<file path="src/rtl/reset_seq_ctrl.sv">
// Reset sequencer: holds all domain resets for a minimum pulse width, then releases them in
// index order with a stagger; also services level req/ack soft resets. Option: RESET_SEQ_PLL_LOCK_EN.
module reset_seq_ctrl #(
   parameter int unsigned NUM_DOMAINS    = 4,
   parameter int unsigned HOLD_CYCLES    = 16,
   parameter int unsigned STAGGER_CYCLES = 8,
   parameter int unsigned CNT_W          = 8
) (
   input  logic                   clock,
   input  logic                   reset,
   input  logic                   io_sw_req,
   input  logic [NUM_DOMAINS-1:0] io_sw_mask,
   output logic                   io_sw_ack,
`ifdef RESET_SEQ_PLL_LOCK_EN
   input  logic                   io_pll_lock,
`endif
   output logic [NUM_DOMAINS-1:0] io_domain_reset,
   output logic                   io_busy,
   output logic                   io_all_released
);

   localparam int unsigned IDX_W = $clog2(NUM_DOMAINS + 1);
   localparam logic [CNT_W-1:0] HOLD_LAST = CNT_W'(HOLD_CYCLES - 1);
   localparam logic [CNT_W-1:0] STAG_LAST = CNT_W'(STAGGER_CYCLES - 1);

   typedef enum logic [2:0] {
      S_HOLD,
      S_WAIT_LOCK,
      S_RELEASE,
      S_IDLE,
      S_ACK
   } state_t;

   state_t                 state, state_n;
   logic [CNT_W-1:0]       cnt, cnt_n;
   logic [IDX_W-1:0]       idx, idx_n;
   logic [NUM_DOMAINS-1:0] mask_r, mask_n;
   logic                   soft_q, soft_n;
   logic [NUM_DOMAINS-1:0] dom_n;
   logic                   busy_n, ack_n, all_rel_n;

   logic                   found;
   logic [NUM_DOMAINS-1:0] nxt_oh;
   logic [IDX_W-1:0]       nxt_idx;

   // Lowest masked domain at or above the walk index; unmasked indices cost no cycles.
   always_comb begin
      found   = 1'b0;
      nxt_oh  = '0;
      nxt_idx = '0;
      for (int unsigned i = 0; i < NUM_DOMAINS; i++) begin
         if (!found && mask_r[i] && (IDX_W'(i) >= idx)) begin
            found     = 1'b1;
            nxt_oh[i] = 1'b1;
            nxt_idx   = IDX_W'(i + 1);
         end
      end
   end

   always_comb begin
      state_n = state;
      cnt_n   = cnt;
      idx_n   = idx;
      mask_n  = mask_r;
      soft_n  = soft_q;
      dom_n   = io_domain_reset;

      case (state)
         S_HOLD: begin
            dom_n = io_domain_reset | mask_r;
            if (cnt == HOLD_LAST) begin
`ifdef RESET_SEQ_PLL_LOCK_EN
               if (!soft_q) begin
                  state_n = S_WAIT_LOCK;
                  cnt_n   = '0;
               end else begin
                  state_n = S_RELEASE;
                  cnt_n   = STAG_LAST;
                  idx_n   = '0;
               end
`else
               state_n = S_RELEASE;
               cnt_n   = STAG_LAST;
               idx_n   = '0;
`endif
            end else begin
               cnt_n = cnt + 1'b1;
            end
         end

         S_WAIT_LOCK: begin
`ifdef RESET_SEQ_PLL_LOCK_EN
            // cnt counts consecutive lock cycles; any low cycle restarts it.
            if (io_pll_lock) begin
               if (cnt == CNT_W'(1)) begin
                  state_n = S_RELEASE;
                  cnt_n   = STAG_LAST;
                  idx_n   = '0;
               end else begin
                  cnt_n = cnt + 1'b1;
               end
            end else begin
               cnt_n = '0;
            end
`else
            state_n = S_RELEASE;
            cnt_n   = STAG_LAST;
            idx_n   = '0;
`endif
         end

         S_RELEASE: begin
            if (!found) begin
               state_n = soft_q ? S_ACK : S_IDLE;
            end else if (cnt == STAG_LAST) begin
               dom_n = io_domain_reset & ~nxt_oh;
               idx_n = nxt_idx;
               cnt_n = '0;
            end else begin
               cnt_n = cnt + 1'b1;
            end
         end

         S_IDLE: begin
            if (io_sw_req) begin
               soft_n = 1'b1;
               if (io_sw_mask != '0) begin
                  mask_n  = io_sw_mask;
                  cnt_n   = '0;
                  state_n = S_HOLD;
               end else begin
                  state_n = S_ACK;
               end
            end
         end

         S_ACK: begin
            if (!io_sw_req) state_n = S_IDLE;
         end

         default: state_n = S_HOLD;
      endcase

      busy_n    = (state_n != S_IDLE);
      // An empty-mask request reaches ACK straight from IDLE; ack follows one cycle later.
      ack_n     = (state_n == S_ACK) && (state != S_IDLE);
      all_rel_n = (dom_n == '0) && ((state_n == S_IDLE) || (state_n == S_ACK));
   end

   always_ff @(posedge clock) begin
      if (reset) begin
         state           <= S_HOLD;
         cnt             <= '0;
         idx             <= '0;
         mask_r          <= '1;
         soft_q          <= 1'b0;
         io_domain_reset <= '1;
         io_busy         <= 1'b1;
         io_sw_ack       <= 1'b0;
         io_all_released <= 1'b0;
      end else begin
         state           <= state_n;
         cnt             <= cnt_n;
         idx             <= idx_n;
         mask_r          <= mask_n;
         soft_q          <= soft_n;
         io_domain_reset <= dom_n;
         io_busy         <= busy_n;
         io_sw_ack       <= ack_n;
         io_all_released <= all_rel_n;
      end
   end

endmodule
</file>
<file path="config.mk">
export PLATFORM = sky130hd
export DESIGN_NAME = reset_seq_ctrl
export DESIGN_NICKNAME = d
export VERILOG_FILES = /design/src/rtl/reset_seq_ctrl.sv
export SDC_FILE = /design/constraint.sdc
export NUM_CORES = 1
export LEC_CHECK = 0
export ABC_AREA = 1
export CAP_MARGIN = 0
export CELL_PAD_IN_SITES_DETAIL_PLACEMENT = 1
export CELL_PAD_IN_SITES_GLOBAL_PLACEMENT = 1
export CORE_MARGIN = 2
export CORE_UTILIZATION = 35
export CTS_CLUSTER_DIAMETER = 30
export CTS_CLUSTER_SIZE = 28
export DETAILED_ROUTE_END_ITERATION = 8
export GPL_ROUTABILITY_DRIVEN = 0
export HOLD_SLACK_MARGIN = 0.1
export PLACE_DENSITY_LB_ADDON = 0.3
export SLEW_MARGIN = 10
export SYNTH_ARGS = -nofsm -noshare
export SYNTH_HDL_FRONTEND = slang
export SYNTH_SLANG_ARGS = --single-unit
</file>
<file path="constraint.sdc">
create_clock -name clock -period 1.55 [get_ports clock]
set_clock_uncertainty 0.05 [all_clocks]
set_input_delay 0.465 -clock clock [delete_from_list [all_inputs] [get_ports clock]]
set_output_delay 0.465 -clock clock [all_outputs]
set_load 0.01 [all_outputs]
</file>
==> metrics <==
Filler Cell Count=537; vias per cell=4.97; Hold Fails Final Rpt=0; mapped cell area=0.00144 sq mm; I/O Pins=14; Syn Inst Count=230; H-tree Lvls=1; Worst Setup End Kind=register; Max-slew headroom=77.7%; Residual DRC=0; die width=68.2 um; layout cells sized above 1=30.7%; Hold WS=0.425 ns; ranking of synthesized cells by area=dfxtp_1 (36%), nand2_1 (16%), nor2_1 (11%), a21oi_1 (7.3%), inv_1 (6.2%); total negative slack=0 ns; Power Dens Cells=563 mW/mm^2; Startpoint Class=register; fmax=654 MHz; distinct cell type count after synthesis=24; CTS Buf Count=3; FF/Latch Area=526 sq um; Layout Utilization=52.2%; clock root buffer=clkbuf_8; TritonCTS clock tree=built; WL per Instance=13.7 um; Max-cap violations=0; Period minus WS final=1.53 ns; post-synth net total=238; number of global-route vias before repair=1679; post-DP HPWL=3450 um; outcome=finished clean; drt initial violations=45; top cell type by total area after synthesis=dfxtp_1; clk slew on worst S/H paths=0.09 ns; Total Wirelength=4560 um; initial antenna violation count=0; sequential fraction of the synthesis area=36.0%; Placement Rows=23; Worst-Margin Slew=0.334 ns; area share of the leading cell type in the synthesized netlist=36.0%; final setup fails=0; Placement Setup Slack=-0.363 ns; # diodes=0; worst-path fanout max=5; post-route cell area=0.00207 sq mm; Core Footprint=0.00397 sq mm; drt pass-1 iters=3; die footprint=0.00466 sq mm; Pwr Total=1.17 mW; total congestion overflow=0; antenna viol nets, final=0; period utilization=98.6%; clock latency at the later pin of the worst-skew pair=0.27 ns; Non-Filler Instances=333; RSZ-0062 raised after global routing=true; Num Clock Sinks=26; post-synthesis average cell area=6.28 sq um; first-pass GRT wire length=7340 um; commonest cells after routing, fill and taps aside=nand2_1 (53), buf_4 (39), nor2_1 (37); leak pwr=1.04 nW; register bit total from synthesis=26; HP Class=register to register; CTS max path bufs=2; Initial Utilization=36.4%; DP Cell Count=324; Worst Setup Slack, final=0.0215 ns; commonest non-fill, non-tap cell in the layout=nand2_1; total of warnings raised by yosys=0; hold buffer count at CTS=0; DIE HEIGHT=68.2 um; vias=1655; P&R area growth vs syn=43.5%; pin count of the biggest net entering global routing=15; number of nets in the layout=293; I/O Buffers=13; maximum vdd drop=0.352 mV; CP required=1.68 ns; multi-input logic area=907 sq um; crit path kind=register to register; max-slew violations=0; crit path DAT=1.65 ns; placed cell area=0.00188 sq mm; overall routing resource usage=21.2%
## repair_timing
action | in CTS | in global routing
hold endpoints to repair | 0 | 0
setup buffers | 2 | 4
pin swaps | 12 | 11
resized for setup | 26 | 26
setup endpoints to repair | 19 | 20
## synthesized netlist by cell type, drive strengths merged
| library cell | number |
|---|---|
| nand4 | 1 |
| o21a | 2 |
| o21bai | 2 |
| nor2 | 49 |
| nand2 | 65 |
| a21oi | 21 |
| xor2 | 3 |
| o21ai | 10 |
| clkbuf | 1 |
| o211ai | 1 |
| clkinv | 2 |
| nor3 | 3 |
| dfxtp | 26 |
| inv | 29 |
| nand3 | 13 |
| ha | 1 |
| buf | 1 |
## flip-flops by register name (all words and copies together) (netlist names)
signal           count
cnt                  8
idx                  3
io_all_released      1
io_busy              1
io_domain_reset      4
io_sw_ack            1
mask_r               4
soft_q               1
state                3
## final cells by class
type                            count  area share (%)
Tap cell                           50            3.02
Clock buffer                        3            1.99
Sequential cell                    26            25.4
Inverter                           31            6.10
Timing Repair Buffer               52            19.7
Multi-Input combinational cell    171            43.8
## layer usage
layer	track usage (%)	wire length [um]	vias to the layer above
li1	-	-	829
met1	26.7	2090	809
met2	38.1	2370	12
met3	1.97	50	5
met4	6.00	51	0
met5	0	0	-
## worst paths after layout
| path | cells past startpoint | slack (ns) | endpoint | from |
|---|---|---|---|---|
| worst max-delay path | 8 | 0.02 | idx[0]$_SDFFE_PP0P_ | cnt[5]$_SDFFE_PP0P_ |
| worst min-delay path | 2 | 0.43 | mask_r[0]$_SDFFE_PP1P_ | mask_r[0]$_SDFFE_PP1P_ |
| worst max register to register | 8 | 0.02 | idx[0]$_SDFFE_PP0P_ | cnt[5]$_SDFFE_PP0P_ |
| worst min register to register | 2 | 0.43 | mask_r[0]$_SDFFE_PP1P_ | mask_r[0]$_SDFFE_PP1P_ |
## where the power goes
part | internal [mW] | total [mW] | switching (mW) | leakage (nW)
Combinational | 0.0484 | 0.0952 | 0.0468 | 0.803
Clock | 0.175 | 0.388 | 0.214 | 0.0216
Sequential | 0.675 | 0.682 | 0.00713 | 0.211
## critical path, cell delays in order (launching register included)
cell and delay (ns):
dfxtp_1 0.32, nor2_1 0.21, nand2_2 0.13, nor2_4 0.18, nor2_1 0.07, nor2_1 0.11, nand3_2 0.16, o21ai_1 0.15
nor2_1 0.05
## logic make-up (layout without fill, tap and decap cells)
family	after synthesis	after routing	synth area share [%]
AND/OR/NAND/NOR	131	131	39.3
AO/OA/AOI/OAI	36	36	13.3
buffers and inverters	33	86	8.67
flip-flops	26	26	36.0
XOR/XNOR	3	3	1.82
adder cells (fa/ha/maj)	1	1	0.866
(Power assumes the default switching activity.)
